[src/rtl/qam_frame_pkg.sv]
// Shared types and constants for the QAM frame scheduler.
package qam_frame_pkg;

    typedef logic [3:0] sym_t;

    typedef enum logic [1:0] {
        IDLE,
        PRE,
        PAY,
        GAP
    } frame_state_t;

    localparam logic [15:0] UNDERRUN_MAX = 16'hFFFF;

endpackage

[src/rtl/qam_frame_ctrl.sv]
// Frame scheduler in front of qam_top: preamble, FRAME_LEN payload symbols, idle gap.
// Optional pilot insertion into the payload is enabled by defining QAM_FRAME_PILOT_EN.
module qam_frame_ctrl
    import qam_frame_pkg::*;
#(
    parameter int         PRE_LEN        = 4,
    parameter int         FRAME_LEN      = 64,
    parameter int         GAP_LEN        = 8,
    parameter logic [3:0] PRE_SYM_A      = 4'h0,
    parameter logic [3:0] PRE_SYM_B      = 4'hF,
    parameter int         PILOT_INTERVAL = 16,
    parameter logic [3:0] PILOT_SYM      = 4'h5
) (
    input  logic        axi_clk,
    input  logic        axi_rst,
    input  logic        start,
    input  logic        s_valid,
    input  logic [3:0]  s_data,
    output logic        s_ready,
    output logic        din_valid,
    output logic [3:0]  din,
    input  logic        din_ready,
    output logic        busy,
    output logic        frame_done,
    output logic [15:0] underrun_cnt
);

    localparam int IW = $clog2(PRE_LEN) + 1;
    localparam int AW = $clog2(FRAME_LEN + 1);
    localparam int GW = $clog2(GAP_LEN + 1) + 1;
    localparam logic [IW-1:0] PRE_LAST = IW'(PRE_LEN - 1);
    localparam logic [AW-1:0] ACC_FULL = AW'(FRAME_LEN);
    localparam logic [GW-1:0] GAP_LAST = GW'(GAP_LEN - 1);

    if (PRE_LEN < 1 || FRAME_LEN < 1 || GAP_LEN < 0 || PILOT_INTERVAL < 1) begin : g_param_check
        $error("qam_frame_ctrl: illegal parameter value");
    end

    frame_state_t state_reg, state_next;
    logic [IW-1:0] pre_idx_reg;
    logic [AW-1:0] acc_cnt_reg;
    logic [GW-1:0] gap_cnt_reg;
    sym_t          din_reg;
    logic          din_valid_reg;
    logic [15:0]   underrun_reg;

    logic out_xfer, slot_free, pre_last_xfer, pay_open, s_ready_int, accept;
    logic pay_done, pilot_due, pilot_load, underrun_hit, frame_done_int;

`ifdef QAM_FRAME_PILOT_EN
    localparam int PW = $clog2(PILOT_INTERVAL + 1);
    localparam logic [PW-1:0] PILOT_AT = PW'(PILOT_INTERVAL);
    logic [PW-1:0] pilot_cnt_reg;
    // Never due once the last payload symbol has been accepted.
    assign pilot_due = (state_reg == PAY) && (pilot_cnt_reg == PILOT_AT) && (acc_cnt_reg < ACC_FULL);
`else
    assign pilot_due = 1'b0;
`endif

    assign out_xfer      = din_valid_reg && din_ready;
    assign slot_free     = !din_valid_reg || din_ready;
    // Payload is pulled already on the last preamble handoff so the stream has no bubble.
    assign pre_last_xfer = (state_reg == PRE) && out_xfer && (pre_idx_reg == PRE_LAST);
    assign pay_open      = (acc_cnt_reg < ACC_FULL) && !pilot_due;
    assign s_ready_int   = pay_open && slot_free && ((state_reg == PAY) || pre_last_xfer);
    assign accept        = s_valid && s_ready_int;
    assign pay_done      = (state_reg == PAY) && (acc_cnt_reg == ACC_FULL) && out_xfer;
    assign pilot_load    = (state_reg == PAY) && pilot_due && slot_free;
    assign underrun_hit  = (state_reg == PAY) && slot_free && !s_valid && pay_open;

    always_comb begin
        state_next     = state_reg;
        frame_done_int = 1'b0;
        case (state_reg)
            IDLE: if (start) state_next = PRE;
            PRE:  if (pre_last_xfer) state_next = PAY;
            PAY: begin
                if (pay_done) begin
                    if (GAP_LEN > 0) begin
                        state_next = GAP;
                    end else begin
                        state_next     = IDLE;
                        frame_done_int = 1'b1;
                    end
                end
            end
            GAP: begin
                if (gap_cnt_reg == GAP_LAST) begin
                    state_next     = IDLE;
                    frame_done_int = 1'b1;
                end
            end
            default: state_next = IDLE;
        endcase
    end

    always_ff @(posedge axi_clk or posedge axi_rst) begin
        if (axi_rst) begin
            state_reg     <= IDLE;
            pre_idx_reg   <= '0;
            acc_cnt_reg   <= '0;
            gap_cnt_reg   <= '0;
            din_reg       <= '0;
            din_valid_reg <= 1'b0;
            underrun_reg  <= '0;
`ifdef QAM_FRAME_PILOT_EN
            pilot_cnt_reg <= '0;
`endif
        end else begin
            state_reg <= state_next;

            // Output register: payload, pilot, next preamble symbol, or drain on handoff.
            if (accept) begin
                din_reg       <= s_data;
                din_valid_reg <= 1'b1;
            end else if (pilot_load) begin
                din_reg       <= PILOT_SYM;
                din_valid_reg <= 1'b1;
            end else if ((state_reg == PRE) && out_xfer && !pre_last_xfer) begin
                din_reg       <= pre_idx_reg[0] ? PRE_SYM_A : PRE_SYM_B;
                din_valid_reg <= 1'b1;
            end else if ((state_reg == IDLE) && start) begin
                din_reg       <= PRE_SYM_A;
                din_valid_reg <= 1'b1;
            end else if (out_xfer) begin
                din_valid_reg <= 1'b0;
            end

            if (state_reg == IDLE)
                pre_idx_reg <= '0;
            else if ((state_reg == PRE) && out_xfer)
                pre_idx_reg <= pre_idx_reg + 1'b1;

            if (state_reg == IDLE)
                acc_cnt_reg <= '0;
            else if (accept)
                acc_cnt_reg <= acc_cnt_reg + 1'b1;

            if (state_reg == GAP)
                gap_cnt_reg <= gap_cnt_reg + 1'b1;
            else
                gap_cnt_reg <= '0;

            if (underrun_hit && (underrun_reg != UNDERRUN_MAX))
                underrun_reg <= underrun_reg + 1'b1;

`ifdef QAM_FRAME_PILOT_EN
            if ((state_reg == IDLE) || pilot_load)
                pilot_cnt_reg <= '0;
            else if (accept)
                pilot_cnt_reg <= pilot_cnt_reg + 1'b1;
`endif
        end
    end

    assign s_ready      = s_ready_int;
    assign din_valid    = din_valid_reg;
    assign din          = din_reg;
    assign busy         = (state_reg != IDLE);
    assign frame_done   = frame_done_int;
    assign underrun_cnt = underrun_reg;

endmodule
[config.mk]
export PLATFORM = sky130hd
export DESIGN_NAME = qam_frame_ctrl
export DESIGN_NICKNAME = d
export VERILOG_FILES = /design/src/rtl/qam_frame_pkg.sv /design/src/rtl/qam_frame_ctrl.sv
export SDC_FILE = /design/constraint.sdc
export NUM_CORES = 1
export LEC_CHECK = 0
export ABC_AREA = 1
export CORE_MARGIN = 2
export CORE_UTILIZATION = 55
export CTS_CLUSTER_SIZE = 25
export DETAILED_ROUTE_END_ITERATION = 8
export GPL_TIMING_DRIVEN = 0
export HOLD_SLACK_MARGIN = 0.15
export PLACE_DENSITY = 0.87
export SLEW_MARGIN = 20
export SYNTH_ARGS = -nofsm -noshare
export SYNTH_HDL_FRONTEND = slang
export SYNTH_SLANG_ARGS = --single-unit
export TNS_END_PERCENT = 50
[constraint.sdc]
create_clock -name axi_clk -period 2.1 [get_ports axi_clk]
set_clock_uncertainty 0.1 [all_clocks]
set_input_delay 0.63 -clock axi_clk [delete_from_list [all_inputs] [get_ports axi_clk]]
set_output_delay 0.63 -clock axi_clk [all_outputs]
set_load 0.1 [all_outputs]
# Word level (Yosys, flattened, before mapping)
# Index checks and enable logic that the tools add are counted.
dict set report word_totals {
  in_bits 9
  output_inout_bits 24
  reg_bits 38
}
dict set report op_classes {
  n_addsub 4
  n_mux 20
  eq_ne 11
  n_lt_le_gt_ge 1
  n_reduce_logical 26
}
# operator count
set ops {}
lappend ops {{$add 16x1->16 const B} 1}
lappend ops {{$mux 4} 4}
lappend ops {{$ne 16x16->1 const B} 1}
lappend ops {{$logic_and 1x1->1} 14}
lappend ops {{$mux 7} 2}
lappend ops {{$mux 2} 4}
lappend ops {{$ne 2x2->1 const B} 4}
lappend ops {{$pmux 2 s4} 1}
lappend ops {{$add 7x1->7 const B} 1}
lappend ops {{$eq 7x7->1 const B} 1}
lappend ops {{$lt 7x7->1 const B} 1}
lappend ops {{$mux 1} 6}
lappend ops {{$mux 3} 2}
lappend ops {{$reduce_bool 2->1} 3}
lappend ops {{$add 5x1->5 const B} 1}
lappend ops {{$eq 5x3->1 const B} 1}
lappend ops {{$mux 5} 1}
lappend ops {{$eq 2x2->1 const B} 2}
lappend ops {{$reduce_and 4->1} 1}
lappend ops {{$reduce_bool 4->1} 1}
lappend ops {{$add 3x1->3 const B} 1}
lappend ops {{$eq 3x2->1 const B} 1}
lappend ops {{$logic_not 1->1} 3}
lappend ops {{$reduce_bool 3->1} 1}
lappend ops {{3 further kinds} 4}

# Longest topological paths before layout
# Gate-level depths: netlist of the first run.
dict set report logic_depth {
  word_depth 8
  ltp_mapped 9
  mapped_depth_nobuf 9
}

# Worst setup path after synthesis of the first run
# Ideal clock, no wire load.
dict set report synth_timing {
  path_kind {register to output}
  from {register din_valid_reg (netlist: din_valid)}
  to {output port s_ready}
  path_stages_with_launch 3
  setup_slack_ns -1.458
  t_arrival_ns 2.828
  path_buffers 0
  cell_sequence {dfrtp_1 > nand4_1 > a21oi_1}
}
dict set report synth_via {
  elab_chain_cells 5
  elab_cells_between_ends 8
}
# item line
set synth_rtl {}
lappend synth_rtl {{start, declared} qam_frame_ctrl.sv:44} ;# logic din_valid_reg;
lappend synth_rtl {{start signal, assigned} qam_frame_ctrl.sv:104} ;# din_valid_reg <= 1'b0;
lappend synth_rtl {{start signal, assigned} qam_frame_ctrl.sv:115} ;# din_valid_reg <= 1'b1;
lappend synth_rtl {{start signal, assigned} qam_frame_ctrl.sv:118} ;# din_valid_reg <= 1'b1;
lappend synth_rtl {{$logic_and 1x1->1} qam_frame_ctrl.sv:60} ;# assign out_xfer = din_valid_reg && din_ready;
lappend synth_rtl {{$logic_and 1x1->1 (2 in series)} qam_frame_ctrl.sv:63} ;# assign pre_last_xfer = (state_reg == PRE) && out_xfer && (pre_idx_reg == PRE_LAST);
lappend synth_rtl {{$logic_or 1x1->1} qam_frame_ctrl.sv:65} ;# assign s_ready_int = pay_open && slot_free && ((state_reg == PAY) || pre_last_xfer);
lappend synth_rtl {{$logic_and 1x1->1 *} qam_frame_ctrl.sv:65}
lappend synth_rtl {{end, declared} qam_frame_ctrl.sv:19} ;# output logic s_ready,
# Mark *: on every way between the ends. The rest lies on a longest branch, timed or not.

# Final worst setup path of the first run
dict set report layout_timing {
  from {register state_reg[0]}
  to {output port s_ready}
}
dict set report layout_via {
  elab_chain_cells 5
  elab_cells_between_ends 6
}
# item line
set layout_rtl {}
lappend layout_rtl {{start, declared} qam_frame_ctrl.sv:39} ;# frame_state_t state_reg, state_next;
lappend layout_rtl {{start signal, assigned} qam_frame_ctrl.sv:110} ;# state_reg <= state_next;
lappend layout_rtl {{$eq 2x1->1} qam_frame_ctrl.sv:63}
lappend layout_rtl {{$logic_and 1x1->1 (2 in series)} qam_frame_ctrl.sv:63}
lappend layout_rtl {{$logic_or 1x1->1 *} qam_frame_ctrl.sv:65}
lappend layout_rtl {{$logic_and 1x1->1 *} qam_frame_ctrl.sv:65}
# Marked as above.

==> results of run 1 <==
[final cells by class]
type / count / area, µm²
buffer: 6 / 57.6
clock buffer: 6 / 82.6
clock inverter: 2 / 60.1
fill: 255 / 841
inverter: 35 / 139
multi-input combinational: 237 / 1290
sequential: 38 / 958
tap: 50 / 62.6
timing repair buffer: 51 / 534
[stage by stage]
step | setup TNS [ps] | worst slack (ps) | cells | power, mW
final | -325 | -283 | 425 | 4.54
after global routing | -449 | -324 | 425 | 4.72
after CTS | -225 | -225 | 415 | 4.32
after detailed placement | -10220 | -1410 | 398 | 3.29
after global placement | -23990 | -1390 | 397 | 3.22
after floorplan | -149 | -149 | 316 | 2.76
[cells by family after synthesis]
kind of cell               Yosys count  share of synthesized area, %
and+or+nand+nor                    192                          35.8
xor gates and xnor gates             5                          1.88
buffers and inverters               41                          7.61
adders and majority gates           11                          5.90
AOI/OAI and AO/OA                   29                          8.04
DFF                                 38                          40.8
[worst paths after layout]
check / to / slack, ps / cells past startpoint / from
max: s_ready / -280 / 5 / state_reg[0]
min: gap_cnt_reg[4] / 410 / 1 / gap_cnt_reg[3]
max reg2reg: din[3] / 160 / 8 / state_reg[0]
min reg2reg: gap_cnt_reg[4] / 410 / 1 / gap_cnt_reg[3]
max in group asynchronous: underrun_cnt[0] / 930 / 3 / axi_rst
min in group asynchronous: gap_cnt_reg[4] / 500 / 2 / axi_rst
[routing by layer]
layer	vias to the layer above	routed length, µm	GRT usage [%]
li1	1130	-	-
met1	1143	2500	32.2
met2	103	3710	49.7
met3	18	399	6.73
met4	0	173	10.7
met5	-	0	0
[worst reg2reg max path, cell delays in order (launching register included)]
cell and delay, ps:
dfrtp_2 480, inv_2 120, ha_1 240, inv_1 120, nand2_1 90, nand3_1 190
buf_2 270, nand3_1 110, nand3_1 90
[placed cells by master, fill, tap and decap left out, types with 2 or more instances in the layout]
| master | n |
|---|---|
| dfrtp_2 | 3 |
| buf_6 | 6 |
| nand2_2 | 2 |
| clkdlybuf4s15_2 | 17 |
| buf_12 | 4 |
| o21ai_2 | 8 |
| o21ai_0 | 10 |
| inv_2 | 5 |
| bufinv_16 | 2 |
| xor2_1 | 3 |
| clkdlybuf4s50_1 | 6 |
| o21bai_1 | 2 |
| nor3_1 | 4 |
| dfrtp_1 | 34 |
| buf_4 | 16 |
| ha_1 | 5 |
| xnor2_1 | 2 |
| ha_4 | 4 |
| ha_2 | 2 |
| clkbuf_8 | 6 |
| nand2_1 | 107 |
| nor2_4 | 2 |
| or2_2 | 2 |
| clkdlybuf4s18_2 | 4 |
| nand3_1 | 33 |
| nor2_1 | 28 |
| a21oi_1 | 4 |
| inv_1 | 28 |
| nand4_1 | 9 |
[power groups by stage]
stage                     clock network (mW)  registers [mW]  logic, mW
after floorplan                            0            1.85      0.910
after global placement                     0            1.12       2.10
after detailed placement                   0            1.13       2.16
after CTS                              0.784            1.12       2.42
after global routing                   0.817            1.16       2.74
final                                  0.779            1.14       2.61
[repair_timing]
item,CTS,global route
gates resized for setup,110,14
setup endpoints to repair,24,7
pin swaps,3,7
setup buffers,9,11
gates cloned,0,0
==> reports/results.ini, run 1 <==
[sta]
drv_slew=0
finalHoldViolations=0
fin_crit_sh_pct=113
setup_ws_ps=-283
setup_viol=3
rsz0062_at_grt=yes
holdWs_ps=411
fmax_mhz=420
tightestPinTransition_ps=556
fin_crit_ps=2380
max_slew_margin_pct=63.1

[global_route]
grt.total_usage_pct=27.9
first_global_vias=2445
grt_max_degree=27
grt_overflow=0
grt_antenna_before_repair=0
grt_pass1_wl_mm=10.8

[worst_setup_path]
worstSetupStartpointType=flop
cp.arrival_ps=1650
cp_slowest_stage_delay_ps=480
crit_fanout=4
critical_path_buf_inv_count=3
required_ps=1370
criticalPathCategory=flop to output pin
critical_path.slowest_cell=dfrtp_2
cpLargestDelayFamily=flip-flops
endpoint_kind=output pin
cp_cell_sequence=inv_2, ha_1, inv_1, a21oi_4, buf_12

[drt]
drt_first_iter_violations=244
routed_wl_mm=6.78
vias=2394
wl_per_cell_um=16.0
routed_via_density=5.63
drc=0
first_pass_iters=4
ant_nets=0

[synth]
synth-seq-cells=38
synthTopCellsByCount=nand2_1 (108), dfrtp_1 (38), inv_1 (34), nand3_1 (34), nor2_1 (29)
synthArstFlopShare_pct=100
syn_area_um2=2330
ys.flop_type=dfrtp_1
ys_seq_area_share_pct=40.8
synth_edf_count=0
synth.net_count=336
ys_types=30
yosysTopAreaCell=dfrtp_1
yosysMostFrequentCell=nand2_1
netlist_instances=316
yosys.area.top_type_share_pct=40.8
yosys-top-cells-area=dfrtp_1 (41%), nand2_1 (17%), nand3_1 (7.3%), ha_1 (5.9%), inv_1 (5.5%)
avgSynthCellArea_um2=7.38
yosys_warnings=0

[pwr]
p_comb_share_pct=57.6
pwr-share-seq_pct=25.2
ir_drop_uv=1260
p_int_mw=2.25
powerDensity_nw_per_um2=1420
pwr-share-clk_pct=17.2
leakagePower_nw=1.53
swShare_pct=50.4
p_sw_mw=2.29

[floorplan]
core_area_um2=4030
die_h_um=69.1
floorplan.rows=23
fp.dieW_um=69.1
dieArea_um2=4780
io_pins=33
start_util_pct=57.9

[finish]
fin_util_pct=79.1
largest_reg_flops=16
nets=394
antennaDiodeCount=0
syn_to_final_growth_pct=36.6
drive_gt1_share_pct=24.8
final_area_um2=3190

[hold_path]
hp-class=flop to flop

[clock_network]
clk_path_buf_depth=2
insertion_delay_ps=290
clockRootBuffer=clkbuf_8
clk_pin_slew_worst_paths_ps=80
cts_buffers=5
cts.sinks=38
cts_tree=done
h-tree-depth=2
cts_hold_buf=0

[placement]
hpwl_mm=4.02
portBuffers=31
gp_congestion=0.874
dpl_cell_area_um2=2750

[run_status]
status=finished with violations
violations=negative setup slack

[run]
maxCapViolCount=0

Power figures use the tool's default switching activity.
==> run 2: changes to the inputs <==
--- a/config.mk
+++ b/config.mk
@@ -6,6 +6,7 @@
 export NUM_CORES = 1
 export LEC_CHECK = 0
 export ABC_AREA = 1
+export CAP_MARGIN = 20
 export CORE_MARGIN = 2
 export CORE_UTILIZATION = 55
 export CTS_CLUSTER_SIZE = 25
==> results of run 2 <==
No change in the layout: final DEF, timing and power equal those of run 1.
